`src/rtl/int_factor_ctrl.sv`:
```
// Interrupt factor/mask register file with prioritised request FSM (IDLE/REQ/WAIT).
// Optional serial interrupt source is enabled by defining SERIAL_INT_EN.
module int_factor_ctrl (
    input  logic        clk,
    input  logic        reset,
    input  logic [3:0]  clock_set,
    input  logic [1:0]  stopwatch_set,
    input  logic        prog_set,
    input  logic        serial_set,
    input  logic        k0_set,
    input  logic        k1_set,
    input  logic [11:0] bus_addr,
    input  logic        bus_wr,
    input  logic        bus_rd,
    input  logic [3:0]  bus_wdata,
    output logic [3:0]  bus_rdata,
    output logic        bus_hit,
    input  logic        ie,
    output logic        int_req,
    output logic [3:0]  int_vector,
    input  logic        int_ack
);
    localparam int unsigned NREG = 6;
    localparam int unsigned DW   = 4;

    typedef enum logic [1:0] {ST_IDLE, ST_REQ, ST_WAIT} state_t;

    // Implemented bits per register index: clock, stopwatch, prog, serial, K0, K1
    function automatic logic [DW-1:0] reg_mask(input int unsigned i);
        case (i)
            0:       reg_mask = 4'hF;
            1:       reg_mask = 4'h3;
`ifdef SERIAL_INT_EN
            3:       reg_mask = 4'h1;
`else
            3:       reg_mask = 4'h0;
`endif
            default: reg_mask = 4'h1;
        endcase
    endfunction

    logic [NREG-1:0][DW-1:0] fac_q, fac_d, msk_q, msk_d, set_vec;
    logic [NREG-1:0]         pend;
    state_t                  state_q, state_d;
    logic                    int_req_q, int_req_d;
    logic [DW-1:0]           int_vector_q, int_vector_d;
    logic [DW-1:0]           prio_vec, fac_word, msk_word;
    logic [2:0]              sel_idx;
    logic                    idx_ok, fac_sel, msk_sel;

    // Address decode
    always_comb begin
        sel_idx = bus_addr[2:0];
        idx_ok  = !bus_addr[3] && (sel_idx <= 3'd5);
`ifndef SERIAL_INT_EN
        if (sel_idx == 3'd3) idx_ok = 1'b0;
`endif
        fac_sel = idx_ok && (bus_addr[11:4] == 8'hF0);
        msk_sel = idx_ok && (bus_addr[11:4] == 8'hF1);
        bus_hit = fac_sel || msk_sel;
    end

    // Register file next state and read mux; a set pulse overrides a read-clear
    always_comb begin
        set_vec    = '0;
        set_vec[0] = clock_set;
        set_vec[1] = {2'b00, stopwatch_set};
        set_vec[2] = {3'b000, prog_set};
        set_vec[3] = {3'b000, serial_set};
        set_vec[4] = {3'b000, k0_set};
        set_vec[5] = {3'b000, k1_set};
        fac_d      = fac_q;
        msk_d      = msk_q;
        fac_word   = '0;
        msk_word   = '0;
        for (int unsigned i = 0; i < NREG; i++) begin
            if (3'(i) == sel_idx) begin
                fac_word = fac_q[i];
                msk_word = msk_q[i];
                if (fac_sel && bus_rd) fac_d[i] = '0;
                if (msk_sel && bus_wr) msk_d[i] = bus_wdata & reg_mask(i);
            end
            fac_d[i] = (fac_d[i] | set_vec[i]) & reg_mask(i);
            pend[i]  = |(fac_q[i] & msk_q[i]);
        end
        bus_rdata = fac_sel ? fac_word : (msk_sel ? msk_word : '0);
    end

    // Fixed priority encoder
    always_comb begin
        if      (pend[2]) prio_vec = 4'hC;
        else if (pend[3]) prio_vec = 4'hA;
        else if (pend[5]) prio_vec = 4'h8;
        else if (pend[4]) prio_vec = 4'h6;
        else if (pend[1]) prio_vec = 4'h4;
        else if (pend[0]) prio_vec = 4'h2;
        else              prio_vec = 4'h0;
    end

    // Request state machine
    always_comb begin
        state_d      = state_q;
        int_req_d    = int_req_q;
        int_vector_d = int_vector_q;
        case (state_q)
            ST_IDLE: begin
                int_req_d = 1'b0;
                if (ie && (|pend)) begin
                    state_d      = ST_REQ;
                    int_req_d    = 1'b1;
                    int_vector_d = prio_vec;
                end
            end
            ST_REQ: begin
                if (int_ack) begin
                    state_d   = ST_WAIT;
                    int_req_d = 1'b0;
                end else if (!ie || !(|pend)) begin
                    state_d   = ST_IDLE;
                    int_req_d = 1'b0;
                end else begin
                    int_vector_d = prio_vec;
                end
            end
            ST_WAIT: begin
                int_req_d = 1'b0;
                if (!ie) state_d = ST_IDLE;
            end
            default: begin
                state_d   = ST_IDLE;
                int_req_d = 1'b0;
            end
        endcase
    end

    always_ff @(posedge clk) begin
        if (reset) begin
            fac_q        <= '0;
            msk_q        <= '0;
            state_q      <= ST_IDLE;
            int_req_q    <= 1'b0;
            int_vector_q <= '0;
        end else begin
            fac_q        <= fac_d;
            msk_q        <= msk_d;
            state_q      <= state_d;
            int_req_q    <= int_req_d;
            int_vector_q <= int_vector_d;
        end
    end

    assign int_req    = int_req_q;
    assign int_vector = int_vector_q;
endmodule

```
`config.mk`:
```
export PLATFORM = sky130hd
export DESIGN_NAME = int_factor_ctrl
export DESIGN_NICKNAME = d
export VERILOG_FILES = /design/src/rtl/int_factor_ctrl.sv
export SDC_FILE = /design/constraint.sdc
export NUM_CORES = 1
export LEC_CHECK = 0
export ABC_AREA = 1
export CAP_MARGIN = 20
export CORE_UTILIZATION = 35
export DETAILED_ROUTE_END_ITERATION = 6
export PLACE_DENSITY = 0.69
export SLEW_MARGIN = 5
export SYNTH_ARGS = -nofsm -noshare
export SYNTH_HDL_FRONTEND = slang
export SYNTH_SLANG_ARGS = --single-unit
```
`constraint.sdc`:
```
create_clock -name clk -period 1.5 [get_ports clk]
set_input_delay 0.3 -clock clk [delete_from_list [all_inputs] [get_ports clk]]
set_output_delay 0.3 -clock clk [all_outputs]
set_load 0.03 [all_outputs]
```
==> flow_summary.ini <==
[status]
outcome = finished, violations left
failed_checks = setup timing

[finish]
nFillCells = 362
diodes = 0
area_growth_pct = 55.51
layout.nets = 301
finalInstanceArea_um2 = 2100
drive_above_1_share = 0.2351

[yosys]
ys_seq_area_frac = 0.3559
synthTopCellsByCount = nand2_1, nor2_1, dfxtp_1
syn_nets = 238
async_flop_share = 0
synth_top_area_frac = 0.3559
synth_area_um2 = 1350
yosysMostFrequentCell = nand2_1
synth_cells = 206
yosysTopAreaCell = dfxtp_1
ys.flop_type = dfxtp_1
yosys_register_bits = 24
synth.area.top_cells = dfxtp_1, nand2_1, nor2_1
yosysWarnings = 0
postSynthAreaPerCell_um2 = 6.554
ys_types = 27
synth_edf_count = 0

[die]
ios = 42
die_h_um = 64.11
core_area_um2 = 3689
die-area_um2 = 4109
rows = 22
initial_core_util = 0.3660
dieWidth_um = 64.11

[critical_path]
cpPeakStageDelay_ps = 240
cp.depth = 9
r2r-end = int_vector[3]
worstPathArrival_ps = 1290
critPathSlowestCell = a21oi_4
r2r_slack_ps = 290
crit_family = simple AND/OR/NAND/NOR gates
crit_required_ps = 1200
crit_fanout = 6
path_class = in -> out
path_cells = buf_8, inv_6, nand2_8, a21oi_4, nand2_2, nor2_1, nand2_1, nand2_4, buf_6
critPathBufInv = 3
timing.rr.start = msk_q[8]
rr_worst_depth = 8
start_kind = primary input
cp-end-kind = primary output

[route]
top_layer = met4
wl_met2_um = 1693
vias = 1475
ant_nets = 0
first_iter_violations = 51
via_per_inst = 4.668
wl_met3_um = 150
post_drt_wl_per_cell_um = 11.31
first_pass_iters = 4
routed_wl_um = 3574
detail_route.wirelength.met1_um = 1702
drc = 0

[sta]
finalHoldViolations = 0
max_freq_mhz = 629.1
period_share = 1.060
finalMaxSlewViolations = 0
fin_crit_ps = 1589
fin_ws_ps = -89.46
setup_viol = 5
hold_ws_ps = 502.5
finalClockSkew_ps = 2.335
rsz0062_at_grt = yes

[global_routing]
grt_pass1_wl_um = 5968
grt_usage = 0.1805
grt_max_degree = 15
antenna_found_initial = 0
grt_pass1_vias = 1393
grt-ovfl-total = 0

[power]
pwr-share-clk = 0.386
pwr-share-seq = 0.465
peakVddDrop_v = 0.0004213
combPwrFrac = 0.148
switching_share = 0.2177
leakage_uw = 0.001001
p_switching_uw = 313.4
p_int_uw = 1126
power_density_nw_per_um2 = 685.6

[flow_run]
cap_violations = 0

[clocking]
clk_latency_ps = 260
clk_path_buf_depth = 2
htreeDepth = 1
numClockSinks = 24
clkTransAtPathRegs_ps = 80
tritoncts = done
numCtsBuffers = 3
cts-root-buf = clkbuf_8
hold_buffers = 0

[hold_path]
min_to = state_q[1]
hp-start = state_q[0]
worst_hold_path.num_cells = 2
hp-class = reg -> reg

[placement]
io_buffers = 39
gp_congestion = 0.8350
detailedPlacementHpwl_um = 2715
place_area_um2 = 1926
## worst max-delay path by stage
stage	startpoint	end	slack, ps
5_1_grt	bus_addr[2]	bus_rdata[1]	-140
2_1_floorplan	bus_addr[0]	bus_rdata[3]	-20
3_5_place_dp	bus_addr[0]	bus_rdata[0]	-510
4_1_cts	bus_addr[6]	bus_rdata[0]	-80
3_3_place_gp	bus_addr[0]	bus_rdata[0]	-480
6_report	bus_addr[0]	bus_rdata[0]	-90
## cell usage in the layout, fill, tap and decap left out, types with 2 or more instances in the layout
cell type	instances
nor2_4	3
dlygate4sd2_1	4
nand3_1	9
inv_1	22
a21oi_4	3
buf_2	6
nand4_4	3
nand2_4	2
buf_6	10
clkdlybuf4s50_1	18
nand2_2	3
dfxtp_1	24
buf_4	20
nand2_1	53
clkbuf_8	3
inv_6	2
a21oi_1	13
o21ai_0	4
buf_8	2
nor3_1	2
nor2_1	42
nand4_1	9
## registers in the layout, indices dropped and copies added, names as in the netlist
register and cells:
msk_q 9, int_vector 3, int_req 1, fac_q 9, state_q 2
## per-stage QoR
step	std cells	power (uW)	setup WS [ps]	utilization	setup TNS (ps)
final	316	1439	-89.46	0.5692	-243.1
after global routing	316	1508	-139.1	0.5692	-555.3
after CTS	315	1437	-76.42	0.5543	-247.1
after detailed placement	306	879.4	-510.3	0.5220	-9149
after global placement	306	877.9	-479.4	0.5220	-8686
after floorplan	206	751.2	-15.84	-	-15.84
## cell type report
cell class / instances / area (um2) / share of cell area
clock buffers: 3 / 41.29 / 0.01967
clock inverters: 1 / 30.03 / 0.01430
inverters: 24 / 100.1 / 0.04768
multi-input cells: 154 / 828.3 / 0.3945
flip-flops and latches: 24 / 480.5 / 0.2288
well taps: 48 / 60.06 / 0.02861
repair buffers: 62 / 559.3 / 0.2664
## kinds of logic after synthesis
family                 after synthesis  share of synthesized area
buffers and inverters               28                    0.08711
and+or+nand+nor                    129                     0.4467
other                                1                   0.002778
DFF                                 24                     0.3559
AOI/OAI and AO/OA                   24                     0.1075
## power by group through the flow
stage	Clock [uW]	Sequential [uW]	Combinational [uW]
global route	606	673	229
CTS	567	669	201
global placement	0	684	194
floorplan	0	679	72.3
detailed placement	0	684	195
finish	556	670	213
## worst register-to-register path, stage by stage, from the launching register on
cell,delay (ps)
dfxtp_1,380
nand2_1,80
nand2_1,110
nor2_1,60
nand2_1,70
nand3_1,180
nand2_1,120
nand2_1,50
nor2_1,100
## what timing repair did
action                     in CTS  in global routing
pin swaps                      14                 10
cloned                          0                  0
gates resized for setup        60                 11
buffers inserted                5                  1
setup endpoints to repair      27                  5
## layer usage
metal,global-route usage,vias to the layer above
met5,0,-
met4,0.03333,0
met3,0.02500,4
met2,0.3165,37
met1,0.2356,649
li1,-,785
No activity file was read; power rests on OpenSTA's default activity.
